--- src/rtl/elixir_bank_pkg.sv ---
// rtl/elixir_bank_pkg.sv - shared game constants and bank state encoding
package elixir_bank_pkg;

  typedef enum logic [1:0] {
    IDLE = 2'd0,
    RUN  = 2'd1,
    HALT = 2'd2
  } bank_state_t;

  localparam int ELIXIR_THIRDS = 3;
  localparam int MAX_ELIXIR    = 10;
  localparam int START_ELIXIR  = 5;

endpackage

--- src/rtl/elixir_bank_regen_timer.sv ---
// rtl/elixir_bank_regen_timer.sv - frame-tick edge detect and regen period counter
module elixir_bank_regen_timer #(
  parameter int REGEN_TICKS = 28
) (
  input  logic Clk,
  input  logic Reset,
  input  logic frame_clk,
  input  logic run,
  input  logic restart,
  input  logic double_rate,
  output logic grant
);

  localparam int CW = $clog2(REGEN_TICKS + 1);

  logic          frame_q;
  logic          tick;
  logic [CW-1:0] count;
  logic [CW-1:0] count_inc;
  logic [CW-1:0] period;

  assign tick      = frame_clk & ~frame_q;
  assign period    = double_rate ? CW'(REGEN_TICKS / 2) : CW'(REGEN_TICKS);
  assign count_inc = count + 1'b1;
  // >= rather than == so a period shrink with a large count wraps on the next tick
  assign grant     = run & tick & (count_inc >= period);

  always_ff @(posedge Clk or posedge Reset) begin
    if (Reset) begin
      frame_q <= 1'b0;
      count   <= '0;
    end else begin
      frame_q <= frame_clk;
      if (restart) begin
        count <= '0;
      end else if (run && tick) begin
        count <= grant ? '0 : count_inc;
      end
    end
  end

endmodule

--- src/rtl/elixir_bank.sv ---
// rtl/elixir_bank.sv - per-player elixir accumulator with regen and deploy deduction
module elixir_bank
  import elixir_bank_pkg::*;
#(
  parameter int NSLOT        = 4,
  parameter int MAX_ELIXIR   = elixir_bank_pkg::MAX_ELIXIR,
  parameter int START_ELIXIR = elixir_bank_pkg::START_ELIXIR,
  parameter int REGEN_TICKS  = 28
) (
  input  logic               Clk,
  input  logic               Reset,
  input  logic               frame_clk,
  input  logic               game_start,
  input  logic               game_over,
  input  logic               double_rate,
  input  logic [NSLOT*5-1:0] elixirin,
  output logic [4:0]         eli,
  output logic [5:0]         fine,
  output logic               full,
  output logic               overdraw
);

  localparam logic [5:0] CAP   = 6'(ELIXIR_THIRDS * MAX_ELIXIR);
  localparam logic [5:0] START = 6'(ELIXIR_THIRDS * START_ELIXIR);

  bank_state_t state, state_nx;
  logic        grant;
  logic [7:0]  total;
  logic        over;
  logic [5:0]  base;
  logic [6:0]  sum;
  logic [5:0]  fine_nx;
  logic        overdraw_nx;

  elixir_bank_regen_timer #(
    .REGEN_TICKS(REGEN_TICKS)
  ) u_regen (
    .Clk        (Clk),
    .Reset      (Reset),
    .frame_clk  (frame_clk),
    .run        (state == RUN),
    .restart    (game_start),
    .double_rate(double_rate),
    .grant      (grant)
  );

  always_ff @(posedge Clk or posedge Reset) begin
    if (Reset) begin
      state    <= IDLE;
      fine     <= '0;
      overdraw <= 1'b0;
    end else begin
      state    <= state_nx;
      fine     <= fine_nx;
      overdraw <= overdraw_nx;
    end
  end

  always_comb begin
    state_nx = state;
    case (state)
      IDLE:    if (game_start) state_nx = RUN;
      RUN:     if (!game_start && game_over) state_nx = HALT;
      HALT:    if (game_start) state_nx = RUN;
      default: state_nx = IDLE;
    endcase
  end

  // Costs from several slots in the same cycle all count toward one deduction
  always_comb begin
    total = '0;
    for (int i = 0; i < NSLOT; i++) begin
      total = total + 8'(elixirin[5*i +: 5]);
    end
  end

  always_comb begin
    over        = total > {2'b00, fine};
    base        = over ? 6'd0 : fine - total[5:0];
    sum         = {1'b0, base} + {6'd0, grant};
    fine_nx     = fine;
    overdraw_nx = 1'b0;
    if (game_start) begin
      fine_nx = START;
    end else if (state == RUN) begin
      fine_nx     = (sum > {1'b0, CAP}) ? CAP : sum[5:0];
      overdraw_nx = over;
    end
  end

  assign eli  = 5'(fine / 6'(ELIXIR_THIRDS));
  assign full = (fine == CAP);

endmodule
--- config.mk ---
export PLATFORM = sky130hd
export DESIGN_NAME = elixir_bank
export DESIGN_NICKNAME = d
export VERILOG_FILES = /design/src/rtl/elixir_bank_pkg.sv /design/src/rtl/elixir_bank_regen_timer.sv /design/src/rtl/elixir_bank.sv
export SDC_FILE = /design/constraint.sdc
export NUM_CORES = 1
export LEC_CHECK = 0
export CORE_MARGIN = 1.5
export CORE_UTILIZATION = 52
export DETAILED_ROUTE_END_ITERATION = 8
export PLACE_DENSITY_LB_ADDON = 0.08
export SLEW_MARGIN = 20
export SYNTH_ARGS = -nofsm -noshare
export SYNTH_HDL_FRONTEND = slang
export SYNTH_SLANG_ARGS = --single-unit
--- constraint.sdc ---
create_clock -name Clk -period 3.7 [get_ports Clk]
set_input_delay 0.37 -clock Clk [delete_from_list [all_inputs] [get_ports Clk]]
set_output_delay 0.37 -clock Clk [all_outputs]
set_load 0.05 [all_outputs]
==> results of run 1 <==
worst max-delay path: stages:
cell,delay [ns]
buf_8,0.08
inv_8,0.02
fa_1,0.55
inv_2,0.04
fa_1,0.48
ha_2,0.19
inv_2,0.04
fa_2,0.35
inv_2,0.05
a21o_1,0.11
a21oi_2,0.05
xnor2_1,0.15
ha_1,0.26
a211o_1,0.32
nor2_1,0.13
a21oi_2,0.08
nor3_2,0.15
ha_2,0.20
nor3b_4,0.23
nand4_1,0.14
o211ai_2,0.24
buf_4,0.18
a31oi_2,0.10
cells by family after synthesis:
kind of cell | synth area share, %
and+or+nand+nor | 18.0
buffers and inverters | 9.79
AOI/OAI and AO/OA | 16.3
adders and majority gates | 26.5
DFF | 19.6
xor gates and xnor gates | 6.72
muxes | 3.13
layout by cell type (no fill, tap or decap), types with 4 or more instances in the layout:
master	netlist	layout
nand2_1	8	8
nand3_1	4	4
inv_2	2	10
a21oi_1	8	6
nand2b_1	6	6
nor2_1	16	15
ha_1	23	19
xnor2_1	7	7
o21ai_1	6	7
dlygate4sd2_1	0	6
clkdlybuf4s50_1	0	26
nor3_1	13	11
xor2_1	4	4
nor2b_1	4	4
mux2i_1	6	6
dfrtp_1	15	15
buf_4	2	36
fa_1	11	9
inv_1	41	32
a21oi_2	2	4
sequential cells by signal, summed over array words and instances, names as in the netlist:
name and flops:
overdraw 1, fine 6, u_regen.count 5, u_regen.frame_q 1
state 2
cells in the mapped netlist, types with 2 or more instances:
cell type and number:
o21ai_1 6, o21ai_0 4, xor2_2 2, inv_2 2, ha_1 23, a21o_1 2, nor2b_1 4, a311oi_1 2
fa_1 11, dfrtp_1 15, mux2i_1 6, xnor2_1 7, and2_1 3, nand4_1 3, nor3_1 13, nand3_1 4
xor2_1 4, nand2_1 8, buf_4 2, a21oi_2 2, nor2_1 16, nand2b_1 6, a21oi_1 8, o211ai_2 2
inv_1 41, a31oi_1 3
worst min-delay path by stage:
stage,slack [ns],end,cells past startpoint
final,0.48,state[0]$_DFFE_PP0P_,2
after global routing,0.53,state[0]$_DFFE_PP0P_,1
after CTS,0.49,state[0]$_DFFE_PP0P_,2
after detailed placement,0.49,state[0]$_DFFE_PP0P_,1
after global placement,0.48,state[0]$_DFFE_PP0P_,1
after floorplan,0.27,fine[0]$_DFFE_PP0P_,1
layout make-up:
type	count	area share (%)
Sequential cell	15	13.8
Tap cell	46	2.12
Clock inverter	1	0.184
Timing Repair Buffer	74	23.5
Multi-Input combinational cell	162	52.7
Clock buffer	3	1.52
Inverter	43	6.21
routing by layer:
layer / global-route usage, % / share of wire [%] / vias to the layer above
met5: 0 / 0 / -
met4: 5.43 / 0.78 / 0
met3: 2.50 / 3.9 / 5
met2: 43.9 / 52 / 46
met1: 30.6 / 43 / 850
li1: - / - / 904
timing repair:
| action | in CTS | in global routing |
|---|---|---|
| cloned | 0 | 0 |
| setup endpoints to repair | 6 | 6 |
| resized for setup | 32 | 12 |
| pin swaps | 26 | 6 |
| buffers inserted | 5 | 2 |
where the power goes:
group | total (mW) | internal [mW] | switching, mW
Clock | 0.130 | 0.0745 | 0.0559
Sequential | 0.250 | 0.192 | 0.0582
Combinational | 2.15 | 1.02 | 1.13
metrics by stage:
| stage | setup TNS (ns) | util, % | setup WS [ns] |
|---|---|---|---|
| after global placement | -7.69 | 75.2 | -1.46 |
| after floorplan | -3.85 | - | -0.872 |
| final | -3.57 | 79.0 | -0.715 |
| after CTS | -3.40 | 77.9 | -0.704 |
| after global routing | -4.55 | 79.0 | -0.880 |
| after detailed placement | -8.15 | 75.2 | -1.55 |
==> results.sh, run 1 <==
export IMPL_syn_inst=223
export IMPL_power_total_mw=2.53
export IMPL_placement_cell_area_um2=2590
export IMPL_drive_gt1_share_pct=26.8
export IMPL_crit_path_end_kind="flop"
export IMPL_async_reset_ff_share_pct=100
export IMPL_synth_distinct_cells=50
export IMPL_synthTopCellsByArea="dfrtp_1, ha_1, fa_1, inv_1, nor3_1"
export IMPL_io_buffers=38
export IMPL_synth_edff_count=0
export IMPL_p_per_area_nw_per_um2=932
export IMPL_wl_per_cell_um=13.5
export IMPL_final_nets=359
export IMPL_post_route_period_util_pct=119
export IMPL_root_buffer="clkbuf_8"
export IMPL_grt_max_degree=16
export IMPL_drc=0
export IMPL_multi_input_area_um2=1430
export IMPL_timing_fmax_mhz=226
export IMPL_track_usage_pct=24.1
export IMPL_path_class="in2reg"
export IMPL_route_vias_total=1805
export IMPL_cts_hold_fix_buffers=0
export IMPL_seqCellArea_um2=375
export IMPL_synthesis_nets=283
export IMPL_dieHeight_um=63.7
export IMPL_post_route_min_period_ns=4.42
export IMPL_clk_path_buf_depth=2
export IMPL_drt_iter0_drc=69
export IMPL_core_um2=3440
export IMPL_area_growth_synth_to_final_pct=41.9
export IMPL_seq_area_frac_synth_pct=19.6
export IMPL_nFillCells=259
export IMPL_die_w_um=63.7
export IMPL_place_gp_congestion=0.912
export IMPL_tritoncts="done"
export IMPL_r2r_start="fine[1]$_DFFE_PP0P_"
export IMPL_vdd_drop_max_mv=0.711
export IMPL_clkSinkCount=15
export IMPL_clk_latency_ns=0.25
export IMPL_rsz0062_at_grt="true"
export IMPL_synth_area_per_cell_um2=8.60
export IMPL_cts_buffers=3
export IMPL_maxCapViolations=0
export IMPL_critPathLaunch="elixirin[1]"
export IMPL_initial_core_util_pct=55.7
export IMPL_crit_end="fine[3]$_DFFE_PP0P_"
export IMPL_dpl_hpwl_um=3560
export IMPL_setup_viol=6
export IMPL_critPathRequiredTime_ns=3.81
export IMPL_instances_no_fill=344
export IMPL_clk_pin_slew_ns=0.06
export IMPL_reg2reg_depth=12
export IMPL_hold_ws_ns=0.477
export IMPL_slew_headroom_pct=61.5
export IMPL_grt_pass1_vias=1774
export IMPL_viasPerCell=5.25
export IMPL_grt_pass1_wl_um=7780
export IMPL_postRouteAntennaNets=0
export IMPL_critPathMaxFanout=4
export IMPL_io_pins=39
export IMPL_synth_top_cell_by_area="dfrtp_1"
export IMPL_dr_pass1_iters=4
export IMPL_netlist_area_um2=1920
export IMPL_reg2reg_to="fine[3]$_DFFE_PP0P_"
export IMPL_outcome="complete, but fails checks"
export IMPL_yosys_warnings=0
export IMPL_synth_seq_cells=15
export IMPL_htree_num_levels=1
export IMPL_fin_worst_skew_ns=0.00489
export IMPL_fp_row_count=21
export IMPL_timing_final_max_slew_violations=0
export IMPL_violations="negative setup slack"
export IMPL_dpl_cell_count=333
export IMPL_crit_arrival_ns=4.53
export IMPL_p_leak_nw=1.33
export IMPL_stdcell_area_um2=2720
export IMPL_antenna_cells=0
export IMPL_synth_top_area_share_pct=19.6
export IMPL_worstMarginPinSlew_ns=0.576
export IMPL_setup_slack_ns=-0.715
export IMPL_antenna_found_initial=0
export IMPL_wl_um=4640
export IMPL_hp_class="in2async"
export IMPL_r2r_setup_slack_ns=0.64
export IMPL_dieArea_um2=4060
export IMPL_synth_ff_type="dfrtp_1"
export IMPL_startpoint_type="input port"
export IMPL_grt_overflow=0
export IMPL_finalHoldViolations=0
No activity file was read; power rests on OpenSTA's default activity.
==> inputs of run 2 (changes only) <==
Settings changed: GPL_ROUTABILITY_DRIVEN set to 0.
==> results of run 2 <==
Same layout as run 1: the final DEF is identical, and so are final timing and power.
==> inputs of run 3 (changes only) <==
Settings changed: CAP_MARGIN set to 20.
==> results of run 3 <==
Same layout as run 1: the final DEF is identical, and so are final timing and power.
